## config.mk

```make
export PLATFORM = sky130hd
export DESIGN_NAME = uart_rx_param_flat
export DESIGN_NICKNAME = d
export VERILOG_FILES = /design/src/rtl/uart_pkg.sv /design/src/rtl/uart_rx_param_if.sv /design/src/rtl/uart_bit_sampler.sv /design/src/rtl/uart_rx_param.sv /design/src/flat_wrapper.sv
export SDC_FILE = /design/constraint.sdc
export NUM_CORES = 1
export LEC_CHECK = 0
export CORE_MARGIN = 8
export CORE_UTILIZATION = 55
export CTS_BUF_LIST = sky130_fd_sc_hd__clkbuf_4 sky130_fd_sc_hd__clkbuf_8
export DETAILED_ROUTE_END_ITERATION = 6
export GPL_TIMING_DRIVEN = 0
export PLACE_DENSITY = 0.76
export SYNTH_ARGS = -nofsm -noshare
export SYNTH_HDL_FRONTEND = slang
export SYNTH_HIERARCHICAL = 1
export SYNTH_SLANG_ARGS = --single-unit
```

## constraint.sdc

```tcl
create_clock -name clk -period 3.6 [get_ports clk]
set_input_delay 0.72 -clock clk [delete_from_list [all_inputs] [get_ports clk]]
set_output_delay 0.72 -clock clk [all_outputs]
set_load 0.005 [all_outputs]
```

## src/rtl/uart_pkg.sv

```systemverilog
// -----------------------------------------------------------------------------
// uart_pkg
// Shared definitions for the parametrised UART receiver:
//   - parity-mode encodings as seen on the parity_mode input
//   - receiver FSM state encoding
//   - minimum clocks per bit (smaller requests are clamped up to this)
//   - 3-input majority helper used by the bit sampler
// -----------------------------------------------------------------------------
package uart_pkg;

  localparam int MIN_CPD = 8;

  localparam logic [1:0] PAR_NONE = 2'b00;
  localparam logic [1:0] PAR_EVEN = 2'b01;
  localparam logic [1:0] PAR_ODD  = 2'b10;

  typedef enum logic [2:0] {
    ST_IDLE      = 3'd0,
    ST_START     = 3'd1,
    ST_DATA      = 3'd2,
    ST_PARITY    = 3'd3,
    ST_STOP1     = 3'd4,
    ST_STOP2     = 3'd5,
    ST_DELIVER   = 3'd6,
    ST_WAIT_HIGH = 3'd7
  } state_t;

  function automatic logic maj3(input logic a, input logic b, input logic c);
    return (a & b) | (a & c) | (b & c);
  endfunction

endpackage

```

## src/rtl/uart_rx_param_if.sv

```systemverilog
// -----------------------------------------------------------------------------
// uart_rx_param_if
// Valid/ready delivery channel between the UART receiver and its consumer.
//   rx_data      received word, held while rx_valid
//   rx_valid     word available
//   rx_ready     consumer accepts when rx_valid & rx_ready
//   parity_err   qualifies the held word (meaningful only while rx_valid)
//   framing_err  qualifies the held word (meaningful only while rx_valid)
//   overrun_err  one-cycle pulse: a completed frame was dropped
// Modports: master = receiver side, slave = consumer side.
// -----------------------------------------------------------------------------
interface uart_rx_param_if #(
  parameter int DATA_BITS = 8
);

  logic [DATA_BITS-1:0] rx_data;
  logic                 rx_valid;
  logic                 rx_ready;
  logic                 parity_err;
  logic                 framing_err;
  logic                 overrun_err;

  modport master (
    output rx_data, rx_valid, parity_err, framing_err, overrun_err,
    input  rx_ready
  );

  modport slave (
    input  rx_data, rx_valid, parity_err, framing_err, overrun_err,
    output rx_ready
  );

endinterface

```

## src/rtl/uart_bit_sampler.sv

```systemverilog
// -----------------------------------------------------------------------------
// uart_bit_sampler
// Front end of the UART receiver: 2-flop synchroniser, per-bit timer and
// 3-sample majority vote.
// Ports:
//   clk, resetn   clock, asynchronous active-low reset
//   rx_line       raw asynchronous serial input (idle high)
//   cpd           clocks per bit (already clamped and frozen by the caller)
//   run           timer enable; while low the timer is parked at 0
//   s             synchronised line value
//   fall_edge     s was 1 last cycle and is 0 now
//   sample_done   t == h+1 (third sample; bit_val valid this cycle)
//   bit_val       majority of samples at t = h-1, h, h+1
//   bit_end       t == cpd-1 (last clock of the current bit)
// -----------------------------------------------------------------------------
module uart_bit_sampler
  import uart_pkg::*;
#(
  parameter int CPD_WIDTH = 10
) (
  input  logic                 clk,
  input  logic                 resetn,
  input  logic                 rx_line,
  input  logic [CPD_WIDTH-1:0] cpd,
  input  logic                 run,
  output logic                 s,
  output logic                 fall_edge,
  output logic                 sample_done,
  output logic                 bit_val,
  output logic                 bit_end
);

  logic                 sync1_reg, sync2_reg, prev_reg;
  logic                 samp0_reg, samp1_reg;
  logic [CPD_WIDTH-1:0] t_reg, t_next;
  logic [CPD_WIDTH-1:0] h;

  assign h = cpd >> 1;

  // Synchroniser and history flops idle high so reset never looks like a start bit.
  always_ff @(posedge clk or negedge resetn) begin
    if (!resetn) begin
      sync1_reg <= 1'b1;
      sync2_reg <= 1'b1;
      prev_reg  <= 1'b1;
      samp0_reg <= 1'b1;
      samp1_reg <= 1'b1;
      t_reg     <= '0;
    end else begin
      sync1_reg <= rx_line;
      sync2_reg <= sync1_reg;
      prev_reg  <= sync2_reg;
      t_reg     <= t_next;
      if (run && (t_reg == h - 1'b1)) samp0_reg <= sync2_reg;
      if (run && (t_reg == h))        samp1_reg <= sync2_reg;
    end
  end

  assign s           = sync2_reg;
  assign fall_edge   = prev_reg & ~sync2_reg;
  assign bit_end     = run && (t_reg == cpd - 1'b1);
  assign sample_done = run && (t_reg == h + 1'b1);
  // The third sample is the live synchronised value, so the vote is ready at t == h+1.
  assign bit_val     = maj3(samp0_reg, samp1_reg, sync2_reg);

  always_comb begin
    t_next = '0;
    if (run && !bit_end) t_next = t_reg + 1'b1;
  end

endmodule

```

## src/rtl/uart_rx_param.sv

```systemverilog
// -----------------------------------------------------------------------------
// uart_rx_param
// Parametrised UART receiver with runtime parity / stop-bit selection and a
// valid/ready output channel.
// Ports:
//   clk, resetn          clock, asynchronous active-low reset
//   cycles_per_databit   clocks per bit, values below MIN_CPD act as MIN_CPD
//   parity_mode          00 none, 01 even, 10 odd, 11 none
//   two_stop             1 = two stop bits expected
//   rx_line              asynchronous serial input, idle high
//   busy                 high whenever the FSM is not in IDLE
//   rx_if (master)       rx_data / rx_valid / rx_ready / parity_err /
//                        framing_err / overrun_err
// Configuration is frozen at start-bit detection for the whole frame.
// -----------------------------------------------------------------------------
module uart_rx_param
  import uart_pkg::*;
#(
  parameter int DATA_BITS = 8,
  parameter int CPD_WIDTH = 10
) (
  input  logic                 clk,
  input  logic                 resetn,
  input  logic [CPD_WIDTH-1:0] cycles_per_databit,
  input  logic [1:0]           parity_mode,
  input  logic                 two_stop,
  input  logic                 rx_line,
  output logic                 busy,
  uart_rx_param_if.master      rx_if
);

  localparam int IDX_W = $clog2(DATA_BITS);

  state_t               state_reg, state_next;
  logic                 s, fall_edge, sample_done, bit_val, bit_end;
  logic                 run, start_frame, deliver;
  logic [CPD_WIDTH-1:0] cpd_reg, cpd_clamped;
  logic                 par_en_reg, par_odd_reg, two_stop_reg;
  logic [IDX_W-1:0]     bit_idx_reg;
  logic [DATA_BITS-1:0] rx_shift_reg, shift_we;
  logic                 perr_reg, ferr_reg, par_mismatch, last_data_bit;
  logic [DATA_BITS-1:0] rx_data_reg;
  logic                 rx_valid_reg, parity_err_reg, framing_err_reg, overrun_reg;
  logic                 accept;

  assign cpd_clamped = (cycles_per_databit < CPD_WIDTH'(MIN_CPD)) ?
                       CPD_WIDTH'(MIN_CPD) : cycles_per_databit;

  uart_bit_sampler #(.CPD_WIDTH(CPD_WIDTH)) u_sampler (
    .clk         (clk),
    .resetn      (resetn),
    .rx_line     (rx_line),
    .cpd         (cpd_reg),
    .run         (run),
    .s           (s),
    .fall_edge   (fall_edge),
    .sample_done (sample_done),
    .bit_val     (bit_val),
    .bit_end     (bit_end)
  );

  assign last_data_bit = (bit_idx_reg == IDX_W'(DATA_BITS - 1));

  // ---------------- FSM: state register ----------------
  always_ff @(posedge clk or negedge resetn) begin
    if (!resetn) state_reg <= ST_IDLE;
    else         state_reg <= state_next;
  end

  // ---------------- FSM: next state ----------------
  always_comb begin
    state_next = state_reg;
    unique case (state_reg)
      ST_IDLE:      if (fall_edge) state_next = ST_START;
      // A start bit that votes high at mid-bit is a glitch: drop it silently.
      ST_START:     if (sample_done && bit_val) state_next = ST_IDLE;
                    else if (bit_end)           state_next = ST_DATA;
      ST_DATA:      if (bit_end && last_data_bit)
                      state_next = par_en_reg ? ST_PARITY : ST_STOP1;
      ST_PARITY:    if (bit_end) state_next = ST_STOP1;
      // With one stop bit we hand off at mid-bit so a back-to-back start
      // edge in the second half of the stop bit is not missed.
      ST_STOP1:     if (!two_stop_reg && sample_done) state_next = ST_DELIVER;
                    else if (two_stop_reg && bit_end) state_next = ST_STOP2;
      ST_STOP2:     if (sample_done) state_next = ST_DELIVER;
      ST_DELIVER:   state_next = ferr_reg ? ST_WAIT_HIGH : ST_IDLE;
      // A break keeps the line low; wait for it to recover before re-arming.
      ST_WAIT_HIGH: if (s) state_next = ST_IDLE;
      default:      state_next = ST_IDLE;
    endcase
  end

  // ---------------- FSM: outputs ----------------
  always_comb begin
    run         = 1'b0;
    busy        = 1'b1;
    start_frame = 1'b0;
    deliver     = 1'b0;
    unique case (state_reg)
      ST_IDLE: begin
        busy        = 1'b0;
        start_frame = fall_edge;
      end
      ST_START, ST_DATA, ST_PARITY, ST_STOP1, ST_STOP2: run = 1'b1;
      ST_DELIVER:   deliver = 1'b1;
      ST_WAIT_HIGH: ;
      default:      ;
    endcase
  end

  // ---------------- frame datapath ----------------
  // Even mode expects XOR(data, parity) == 0, odd mode expects 1.
  assign par_mismatch = ((^rx_shift_reg) ^ bit_val) != par_odd_reg;

  for (genvar gi = 0; gi < DATA_BITS; gi++) begin : g_shift_we
    assign shift_we[gi] = (state_reg == ST_DATA) && sample_done &&
                          (bit_idx_reg == IDX_W'(gi));
  end

  always_ff @(posedge clk or negedge resetn) begin
    if (!resetn) begin
      cpd_reg      <= CPD_WIDTH'(MIN_CPD);
      par_en_reg   <= 1'b0;
      par_odd_reg  <= 1'b0;
      two_stop_reg <= 1'b0;
      bit_idx_reg  <= '0;
      rx_shift_reg <= '0;
      perr_reg     <= 1'b0;
      ferr_reg     <= 1'b0;
    end else begin
      if (start_frame) begin
        cpd_reg      <= cpd_clamped;
        par_en_reg   <= (parity_mode == PAR_EVEN) || (parity_mode == PAR_ODD);
        par_odd_reg  <= (parity_mode == PAR_ODD);
        two_stop_reg <= two_stop;
        bit_idx_reg  <= '0;
        perr_reg     <= 1'b0;
        ferr_reg     <= 1'b0;
      end
      rx_shift_reg <= (rx_shift_reg & ~shift_we) | ({DATA_BITS{bit_val}} & shift_we);
      if ((state_reg == ST_DATA) && bit_end)
        bit_idx_reg <= bit_idx_reg + 1'b1;
      if ((state_reg == ST_PARITY) && sample_done && par_mismatch)
        perr_reg <= 1'b1;
      if (((state_reg == ST_STOP1) || (state_reg == ST_STOP2)) && sample_done && !bit_val)
        ferr_reg <= 1'b1;
    end
  end

  // ---------------- output handshake register ----------------
  assign accept = rx_valid_reg & rx_if.rx_ready;

  always_ff @(posedge clk or negedge resetn) begin
    if (!resetn) begin
      rx_data_reg     <= '0;
      rx_valid_reg    <= 1'b0;
      parity_err_reg  <= 1'b0;
      framing_err_reg <= 1'b0;
      overrun_reg     <= 1'b0;
    end else begin
      overrun_reg <= 1'b0;
      if (deliver) begin
        // Accept and reload in the same cycle is a normal hand-over, not an overrun.
        if (!rx_valid_reg || accept) begin
          rx_data_reg     <= rx_shift_reg;
          parity_err_reg  <= perr_reg;
          framing_err_reg <= ferr_reg;
          rx_valid_reg    <= 1'b1;
        end else begin
          overrun_reg <= 1'b1;
        end
      end else if (accept) begin
        rx_valid_reg <= 1'b0;
      end
    end
  end

  assign rx_if.rx_data     = rx_data_reg;
  assign rx_if.rx_valid    = rx_valid_reg;
  assign rx_if.parity_err  = parity_err_reg;
  assign rx_if.framing_err = framing_err_reg;
  assign rx_if.overrun_err = overrun_reg;

endmodule

```

## src/flat_wrapper.sv

```systemverilog
// flat-port wrapper written by rule: the top's interface ports become plain ports
module uart_rx_param_flat import uart_pkg::*;
#(
  parameter int DATA_BITS = 8,
  parameter int CPD_WIDTH = 10
)
  (clk, resetn, cycles_per_databit, parity_mode, two_stop, rx_line, busy, rx_if_rx_data, rx_if_rx_valid, rx_if_parity_err, rx_if_framing_err, rx_if_overrun_err, rx_if_rx_ready);
  uart_rx_param_if #(.DATA_BITS(DATA_BITS)) rx_if_i ();
  input  logic clk;
  input  logic resetn;
  input  logic [CPD_WIDTH-1:0] cycles_per_databit;
  input  logic [1:0] parity_mode;
  input  logic two_stop;
  input  logic rx_line;
  output logic busy;
  output wire logic [$bits(rx_if_i.rx_data)-1:0] rx_if_rx_data;
  output wire logic [$bits(rx_if_i.rx_valid)-1:0] rx_if_rx_valid;
  output wire logic [$bits(rx_if_i.parity_err)-1:0] rx_if_parity_err;
  output wire logic [$bits(rx_if_i.framing_err)-1:0] rx_if_framing_err;
  output wire logic [$bits(rx_if_i.overrun_err)-1:0] rx_if_overrun_err;
  input wire logic [$bits(rx_if_i.rx_ready)-1:0] rx_if_rx_ready;
  assign rx_if_rx_data = rx_if_i.rx_data;
  assign rx_if_rx_valid = rx_if_i.rx_valid;
  assign rx_if_parity_err = rx_if_i.parity_err;
  assign rx_if_framing_err = rx_if_i.framing_err;
  assign rx_if_overrun_err = rx_if_i.overrun_err;
  assign rx_if_i.rx_ready = rx_if_rx_ready;
  uart_rx_param #(.DATA_BITS(DATA_BITS), .CPD_WIDTH(CPD_WIDTH)) u_core (.clk(clk), .resetn(resetn), .cycles_per_databit(cycles_per_databit), .parity_mode(parity_mode), .two_stop(two_stop), .rx_line(rx_line), .busy(busy), .rx_if(rx_if_i));
endmodule
```

After elaboration in Yosys (flattened, before gate mapping)
Index checks and enable logic that the tools add are counted.
{"block": "totals", "elab_cells": 137, "output_inout_bits": 13, "inputBits": 17, "ff_bits": 56}
{"block": "classes", "mux": 28, "magnitude_cmp": 1, "add_sub_neg": 5, "n_eq_ne": 29, "n_reduce_logical": 41, "n_bitwise": 13}
{"op": "$mux W3", "count": 13}
{"op": "$eq A10 B10 Y1", "count": 3}
{"op": "$eq A3 B3 Y1 const B", "count": 8}
{"op": "$pmux W3 S8", "count": 1}
{"op": "$logic_and A1 B1 Y1", "count": 23}
{"op": "$mux W10", "count": 2}
{"op": "$and A8 B8 Y8", "count": 2}
{"op": "$eq A3 B2 Y1 const B", "count": 4}
{"op": "$mux W1", "count": 12}
{"op": "$add A10 B1 Y10 const B", "count": 1}
{"op": "$add A9 B1 Y10 const B", "count": 1}
{"op": "$eq A10 B9 Y1", "count": 1}
{"op": "$lt A10 B4 Y1 const B", "count": 1}
{"op": "$sub A10 B1 Y10 const B", "count": 1}
{"op": "$sub A9 B1 Y10 const B", "count": 1}
{"op": "$ne A2 B1 Y1 const B", "count": 4}
{"op": "$not A8 Y8", "count": 1}
{"op": "$or A8 B8 Y8", "count": 1}
{"op": "$reduce_bool A2 Y1", "count": 4}
{"op": "$reduce_xor A8 Y1", "count": 1}
{"op": "$reduce_and A7 Y1", "count": 1}
{"op": "$eq A3 B1 Y1 const B", "count": 2}
{"op": "$logic_not A3 Y1", "count": 2}
{"op": "$ne A3 B1 Y1 const B", "count": 2}
{"op": "13 further kinds", "count": 25}

Depth between registers and ports, before layout
Gate-level depths: netlist (run 1).
{"block": "depth", "word_depth": 9, "ltp_mapped": 14, "depth_no_buf": 13}

Hierarchy
The synthesis (run 1) kept the hierarchy.
{"module": "uart_rx_param", "area_each_um2": 2078.2, "seq_area_each_um2": 1027.2, "cells_per_inst": 172, "instances": 1}
{"module": "uart_bit_sampler", "area_each_um2": 1675.4, "seq_area_each_um2": 381.6, "cells_per_inst": 210, "instances": 1}

Worst setup path after synthesis (run 1)
No wires, ideal clock.
{"block": "synth_path", "path_kind": "register -> register", "startpoint": "register u_core.cpd_reg[2]", "endpoint": "register u_core.state_reg[2]", "path_stages_with_launch": 15, "slack_ps": 504, "setup_time_ps": 121, "n_path_buf": 2, "required_time_ps": 3479, "arrival_ps": 2975, "period_less_slack_ps": 3096, "cell_sequence": "dfrtp_1 -> clkbuf_1 -> inv_1 -> ha_1 -> clkbuf_1 -> nand2_1 -> xnor2_1 -> or4_4 -> nor4_1 -> and2_1 -> nand3_1 -> o21ai_0 -> o31ai_2 -> or2_4 -> o22a_1"}
{"block": "synth_via", "elab_chain_cells": 6, "word_cells_on_any_way": 19, "classes_between": "add/sub: 2; eq/ne: 7; mux: 3; reduce/logical: 7"}
{"item": "from (decl)", "line": "uart_rx_param.sv:37", "text": "logic [CPD_WIDTH-1:0] cpd_reg, cpd_clamped;"}
{"item": "from (signal assigned)", "line": "uart_rx_param.sv:122", "text": "cpd_reg <= CPD_WIDTH'(MIN_CPD);"}
{"item": "from (signal assigned)", "line": "uart_rx_param.sv:132", "text": "cpd_reg <= cpd_clamped;"}
{"item": "$sub A10 B1 Y10 *", "line": "uart_bit_sampler.sv:61", "text": "assign bit_end = run && (t_reg == cpd - 1'b1);"}
{"item": "$eq A10 B10 Y1 *", "line": "uart_bit_sampler.sv:61"}
{"item": "$logic_and A1 B1 Y1 *", "line": "uart_bit_sampler.sv:61"}
{"item": "named net u_core.bit_end", "line": "uart_rx_param.sv:35", "text": "logic s, fall_edge, sample_done, bit_val, bit_end;"}
{"item": "$logic_and A1 B1 Y1 (on tied branches)", "line": "uart_rx_param.sv:84, uart_rx_param.sv:78"}
{"item": "$ne A3 B1 Y1 (no line) or $ne A2 B1 Y1 (tied branches)"}
{"item": "$reduce_and A7 Y1 (no line) *"}
{"item": "to (signal assigned)", "line": "uart_rx_param.sv:67", "text": "else state_reg <= state_next;"}
{"item": "to (decl)", "line": "uart_rx_param.sv:34", "text": "state_t state_reg, state_next;"}
The timed path passes the listed nets; every way through them passes the cells marked *.
A chain may end at the register's enable or synchronous reset.

Final worst setup path (run 1)
Same ends and word-level chain as after synthesis.

==> metrics, run 1 <==
run status=completed; Setup CP Type=flop to flop; Post-Syn Area per Cell=9.83 um^2; global-route wire length before repair=13900 um; Leak Pwr=1.82 nW; kind of cell adding the most delay to the critical path=simple AND/OR/NAND/NOR gates; pre-CTS WS=-0.0681 ns; Slew HR=0.590; worst-skew pair later-pin latency=between 0.3 and 0.4 ns; max_cap viols=0; crit-path cells=clkbuf_2, inv_1, ha_1, buf_2, nand2_1, xnor2_1, or4_4, nor4_1, and2_2, nand3_1, o21ai_0, o31ai_2, or2_4, o22a_1; Period minus WS final=between 3 and 4 ns; Clk pin slew, worst setup/hold paths=0.10 ns; DRC Markers=0; total internal power=0.00160 W; Mapped Cells=382; Max Clk Rate=about 0.29 GHz; Post-synth top cells=50 x dfrtp_1, 27 x nand2_1, 25 x nand3_1, 25 x xnor2_1, 23 x nor2_1; Clock power frac=0.127; Vias=a little under 3000; Cell Pwr Density=about 660 nW/um^2; synthesis-to-layout area growth=14.5%; CTS sink cnt=56; Worst path max stage delay=0.52 ns; crit path launch type=flop; Post-CTS Hold Fix Bufs=0; io pins=30; type of destination of the critical path=flop; layout cells sized above 1=0.197; most frequent cell after synthesis=dfrtp_1; Seq cells post-synth=between 50 and 60; Sw Ratio=0.433; maximum vdd drop=0.488 mV; GP Congestion=0.942; Post-synth EDFFs=0; Port Buffers=29; fin crit share=0.958; skew final=0.00565 ns; net count after synthesis=410; vias per inst=5.92; Primary FF master, synth=dfrtp_1; Core Region=~6700 um^2; DP HPWL=6300 um; Synth cell types=66; worst path required time=roughly 3.8 ns; starting density of the core=0.562; TritonCTS buffer count=5; number of fillers in the final layout=roughly 560; CTS tree=built; critical path's slowest cell=or4_4; antenna cells=0; 1st-pass router iterations=4; clk root buf=clkbuf_8; maximum buffer depth of the clock tree=2; DR iter-0 viols=roughly 150; CP bufs+invs=3; Layout Cells excl Fill=502; largest net degree at the start of global routing=40; share of async-settable or async-resettable flops after synthesis=1.00; Avg WL per Cell=16.3 um; Yosys top cell by area=dfrtp_1; Comb pwr share=0.549; Die W=98.6 um; Reg power frac=0.324; initial antenna violation count=0; register area share after synthesis=0.375; DIE AREA=approximately 9700 um^2; Core Rows=30; Fin. Hold Viols=0; placed instance count=492; fin. max-slew vios=0; top area cells in the synthesized netlist=dfrtp_1 33%, mux2_2 6.6%, xnor2_1 5.8%; Mapped Area=3750 um^2; min setup slack post-route=0.153 ns; Worst Path Max Fanout=10; number of routed nets with antenna violations=0; Syn. warnings=6; share of the synthesized area in the top cell type=0.333; H-tree levels=2; worst path arrival time=3.65 ns; Die Ht=98.6 um; layout net count=roughly 450; GR Overflow Total=0; count of final setup violators=0; routed wire length=8190 um; Hold WC Path Type=input pin to async pin; switching pwr=0.00122 W; Slew @ Worst Pin=0.615 ns; vias in the first global route=2916; Tot GR Track Use=0.173
## path summary, 6_finish.rpt
| check | from | end | slack, ns | cells after the start |
|---|---|---|---|---|
| worst max-delay path | u_core/cpd_reg[2]$_DFFE_PN0P_ | u_core/state_reg[2]$_DFFE_PN0P_ | 0.15 | 14 |
| worst min-delay path | resetn | u_core/state_reg[0]$_DFFE_PN0P_ | 0.33 | 1 |
| worst max register to register | u_core/cpd_reg[2]$_DFFE_PN0P_ | u_core/state_reg[2]$_DFFE_PN0P_ | 0.15 | 14 |
| worst min register to register | u_core/u_sampler/sync1_reg$_DFF_PN1_ | u_core/u_sampler/s$_DFF_PN1_ | 0.36 | 0 |
| max in group asynchronous | resetn | u_core/u_sampler/samp1_reg$_DFFE_PN1P_ | 2.69 | 2 |
| min in group clk | u_core/u_sampler/sync1_reg$_DFF_PN1_ | u_core/u_sampler/s$_DFF_PN1_ | 0.36 | 0 |
## worst register-to-register path: stages (launching register included)
cell      delay (ns)
dfrtp_1         0.44
clkbuf_2        0.22
inv_1           0.09
ha_1            0.21
buf_2           0.25
nand2_1         0.09
xnor2_1         0.14
or4_4           0.52
nor4_1          0.34
and2_2          0.25
nand3_1         0.08
o21ai_0         0.10
o31ai_2         0.12
or2_4           0.26
o22a_1          0.22
## layer usage
metal	part of all wire	track usage	vias to the layer above
li1	-	-	1426
met4	0.020	0.0602	0
met2	0.52	0.316	63
met5	0	0	-
met1	0.44	0.205	1468
met3	0.026	0.0190	14
## per-stage QoR
| step | utilization | power (W) | TNS, ns | area [um^2] | hold slack, ns |
|---|---|---|---|---|---|
| 2_1_floorplan | - | 0.00208 | 0 | 3750 | 0.345 |
| 3_3_place_gp | 0.620 | 0.00238 | -0.105 | 4140 | 0.346 |
| 3_5_place_dp | 0.622 | 0.00243 | -0.0924 | 4160 | 0.349 |
| 4_1_cts | 0.638 | 0.00280 | 0 | 4270 | 0.333 |
| 5_1_grt | 0.643 | 0.00305 | -0.0988 | 4300 | 0.348 |
| 6_report | 0.643 | 0.00282 | 0 | 4300 | 0.327 |
## layout by cell type (no fill, tap or decap), types with 3 or more instances in the layout
cell type,n
a21oi_1,14
a22o_1,3
and3_1,3
buf_2,7
buf_4,7
buf_6,4
clkbuf_1,10
clkbuf_8,6
clkdlybuf4s50_1,28
dfrtp_1,50
dfstp_2,6
ha_1,11
inv_1,15
mux2_2,22
mux2_4,6
mux2i_1,4
nand2_1,27
nand2b_1,9
nand3_1,25
nand3b_1,3
nand4_1,3
nand4b_1,3
nor2_1,23
nor2b_1,8
nor3_1,9
nor4_1,5
o21ai_0,10
o31ai_1,3
or3_1,4
xnor2_1,25
xor2_1,17
## timing repair
| item | 4_1_cts | 5_1_grt |
|---|---|---|
| endpoints found under the setup margin | 3 | 3 |
| endpoints found under the hold margin | 0 | 0 |
| gates resized for setup | 3 | 4 |
| buffers inserted | 0 | 3 |
## layout make-up
class                      instances  area, um^2  area share
clock buffer                       6        82.6      0.0192
clock inverter                     2        15.0     0.00349
multi-input combinational        285        2160       0.503
timing repair buffer              33         328      0.0763
sequential                        56        1410       0.328
buffer                            25         148      0.0343
inverter                          15        56.3      0.0131
tap                               80         100      0.0233
## power by group through the flow
stage	Combinational [W]	Sequential [W]	Clock, W
final	0.00155	0.000914	0.000358
after detailed placement	0.00151	0.000920	0
after global routing	0.00172	0.000933	0.000390
after global placement	0.00147	0.000915	0
after floorplan	0.00120	0.000879	0
after CTS	0.00153	0.000908	0.000365
## cells by family (layout without fill, tap and decap cells)
| kind of cell | Yosys count | count (layout) | share of synthesized area |
|---|---|---|---|
| flops | 56 | 56 | 0.375 |
| xor+xnor | 43 | 43 | 0.102 |
| fa+ha+maj | 12 | 12 | 0.0393 |
| mux | 32 | 32 | 0.101 |
| buf+inv | 41 | 81 | 0.0547 |
| simple gates | 142 | 142 | 0.216 |
| compound gates | 56 | 56 | 0.112 |
(Power assumes the default switching activity.)
==> run 2, diff against run 1 <==
- PLACE_DENSITY: 0.76 -> not set
- PLACE_DENSITY_LB_ADDON: not set -> 0.08
- clock period: 3.6 -> 3 ns (I/O delays scaled with it)
==> metrics, run 2 (synthesized netlist as in run 1, its figures left out) <==
crit path launch type=flop (unchanged); DP HPWL=6380 um (was 6300 um); fin util=0.701 (was 0.643); max_cap viols=0 (unchanged); Period minus WS final=2.98 ns (was 3.45 ns); most common cell after layout, fill and taps aside=dfrtp_1 (unchanged); TritonCTS buffer count=5 (unchanged); Worst Path Max Fanout=11 (was 10); fin. max-slew vios=0 (unchanged); vias per inst=5.96 (was 5.92); CTS tree=built (unchanged); Leak Pwr=2.00 nW (was 1.82 nW); GR Overflow Total=0 (unchanged); most frequent cells in the layout=46 x dfrtp_1, 28 x clkdlybuf4s50_1, 26 x buf_4, 25 x nand2_1, 24 x xnor2_1 (was 50 x dfrtp_1, 28 x clkdlybuf4s50_1, 27 x nand2_1, 25 x nand3_1, 25 x xnor2_1); Slew @ Worst Pin=0.698 ns (was 0.615 ns); Core Region=6680 um^2 (unchanged); Die Ht=98.6 um (unchanged); Setup CP Type=flop to flop (unchanged); worst path required time=3.20 ns (was 3.80 ns); maximum vdd drop=0.470 mV (was 0.488 mV); DIE AREA=9720 um^2 (unchanged); Slew HR=0.533 (was 0.590); initial antenna violation count=0 (unchanged); DRC Markers=0 (unchanged); antenna cells=0 (unchanged); fin crit share=0.994 (was 0.958); Vias=3094 (was 2971); largest net degree at the start of global routing=40 (unchanged); layout cells sized above 1=0.289 (was 0.197); unrepaired setup endpoints after global routing=yes; 1st-pass router iterations=4 (unchanged); Hold WC Path Type=input pin to async pin (unchanged); Tot GR Track Use=0.189 (was 0.173); skew final=0.00781 ns (was 0.00565 ns); starting density of the core=0.562 (unchanged); DR iter-0 viols=157 (was 152); Fin. Hold Viols=0 (unchanged); maximum buffer depth of the clock tree=2 (unchanged); type of destination of the critical path=flop (unchanged); count of final setup violators=0 (unchanged); run status=completed (unchanged); Cell Pwr Density=845 nW/um^2 (was 657 nW/um^2); Avg WL per Cell=17.8 um (was 16.3 um); Port Buffers=29 (unchanged); vias in the first global route=3133 (was 2916); CTS sink cnt=56 (unchanged); clk root buf=clkbuf_8 (unchanged); GP Congestion=0.901 (was 0.942); H-tree levels=2 (unchanged); Post-CTS Hold Fix Bufs=0 (unchanged); global-route wire length before repair=15200 um (was 13900 um); worst-skew pair later-pin latency=0.30 ns (was 0.31 ns); Hold WS=0.226 ns (was 0.327 ns); routed wire length=9230 um (was 8190 um); Max Clk Rate=0.335 GHz (was 0.290 GHz); Clk pin slew, worst setup/hold paths=0.10 ns (about the same); layout net count=466 (was 449); Core Rows=30 (unchanged); Die W=98.6 um (unchanged); io pins=30 (unchanged); number of routed nets with antenna violations=0 (unchanged); synthesis-to-layout area growth=24.8% (was 14.5%); worst path arrival time=3.18 ns (was 3.65 ns)
## run 2: cell count changes in the layout (fill, tap and decap cells not counted), moves of 3 or more
| cell | before | now |
|---|---|---|
| dfrtp_2 | 0 | 4 |
| buf_4 | 7 | 26 |
| buf_6 | 4 | 7 |
| dfrtp_1 | 50 | 46 |
| clkbuf_1 | 10 | 7 |
| nor4_4 | 1 | 4 |
| buf_2 | 7 | 3 |
| nor4_1 | 5 | 2 |
## run 2: worst paths after layout
path	from	to	slack, ns	cells past startpoint
min	resetn	u_core/two_stop_reg$_DFFE_PN0P_	0.23	1
max reg2reg	u_core/cpd_reg[2]$_DFFE_PN0P_	u_core/state_reg[2]$_DFFE_PN0P_	0.02	14
max in group asynchronous	resetn	u_core/u_sampler/samp0_reg$_DFFE_PN1P_	2.15	2
min reg2reg	u_core/u_sampler/sync1_reg$_DFF_PN1_	u_core/u_sampler/s$_DFF_PN1_	0.36	0
max	u_core/cpd_reg[2]$_DFFE_PN0P_	u_core/state_reg[2]$_DFFE_PN0P_	0.02	14
min in group clk	u_core/u_sampler/sync1_reg$_DFF_PN1_	u_core/u_sampler/s$_DFF_PN1_	0.36	0
## run 2: critical path, stage by stage (launching register included)
cell	delay, ns
dfrtp_1	0.44
buf_8	0.15
inv_4	0.05
ha_4	0.14
buf_6	0.14
nand2_1	0.07
xnor2_1	0.15
or4_4	0.53
nor4_4	0.30
and2_4	0.21
nand3_4	0.08
o21ai_4	0.08
o31ai_4	0.09
or2_4	0.26
o22a_1	0.19
## run 2: metrics by stage
stage	instances	instance area [um^2]	setup slack (ns)	total power [W]	setup TNS (ns)
after global routing	519	4680	-0.116	0.00422	-0.310
after global placement	491	4150	-0.518	0.00288	-20.02
after detailed placement	492	4160	-0.540	0.00294	-3.56
after CTS	510	4500	-0.0103	0.00370	-0.0103
after floorplan	382	3760	0.0129	0.00250	0
final	519	4680	0.0185	0.00396	0
## run 2: timing repair
action	4_1_cts	5_1_grt
resized for setup	31	25
gates cloned	0	0
pin swaps	13	8
buffers inserted	12	11
setup endpoints to repair	16	11
## run 2: power breakdown
| group | switching [W] | internal, W | total [W] |
|---|---|---|---|
| logic | 0.00125 | 0.00108 | 0.00233 |
| registers | 0.000198 | 0.000922 | 0.00112 |
| clock network | 0.000238 | 0.000273 | 0.000511 |
| total | 0.00169 | 0.00227 | 0.00396 |
## run 2: area by class of cell
cell class	instances	area, um^2
clock inverter	2	38.8
sequential	56	1410
fill	517	2000
timing repair buffer	53	482
multi-input combinational	285	2350
buffer	22	161
tap	80	100
clock buffer	6	82.6
inverter	15	58.8
## run 2: per-layer routing
| metal | vias to the layer above | GRT usage | routed length (um) |
|---|---|---|---|
| met5 | - | 0 | 0 |
| met4 | 0 | 0.0720 | 201 |
| met3 | 16 | 0.0338 | 402 |
| met2 | 83 | 0.344 | 4850 |
| met1 | 1539 | 0.215 | 3780 |
| li1 | 1456 | - | - |
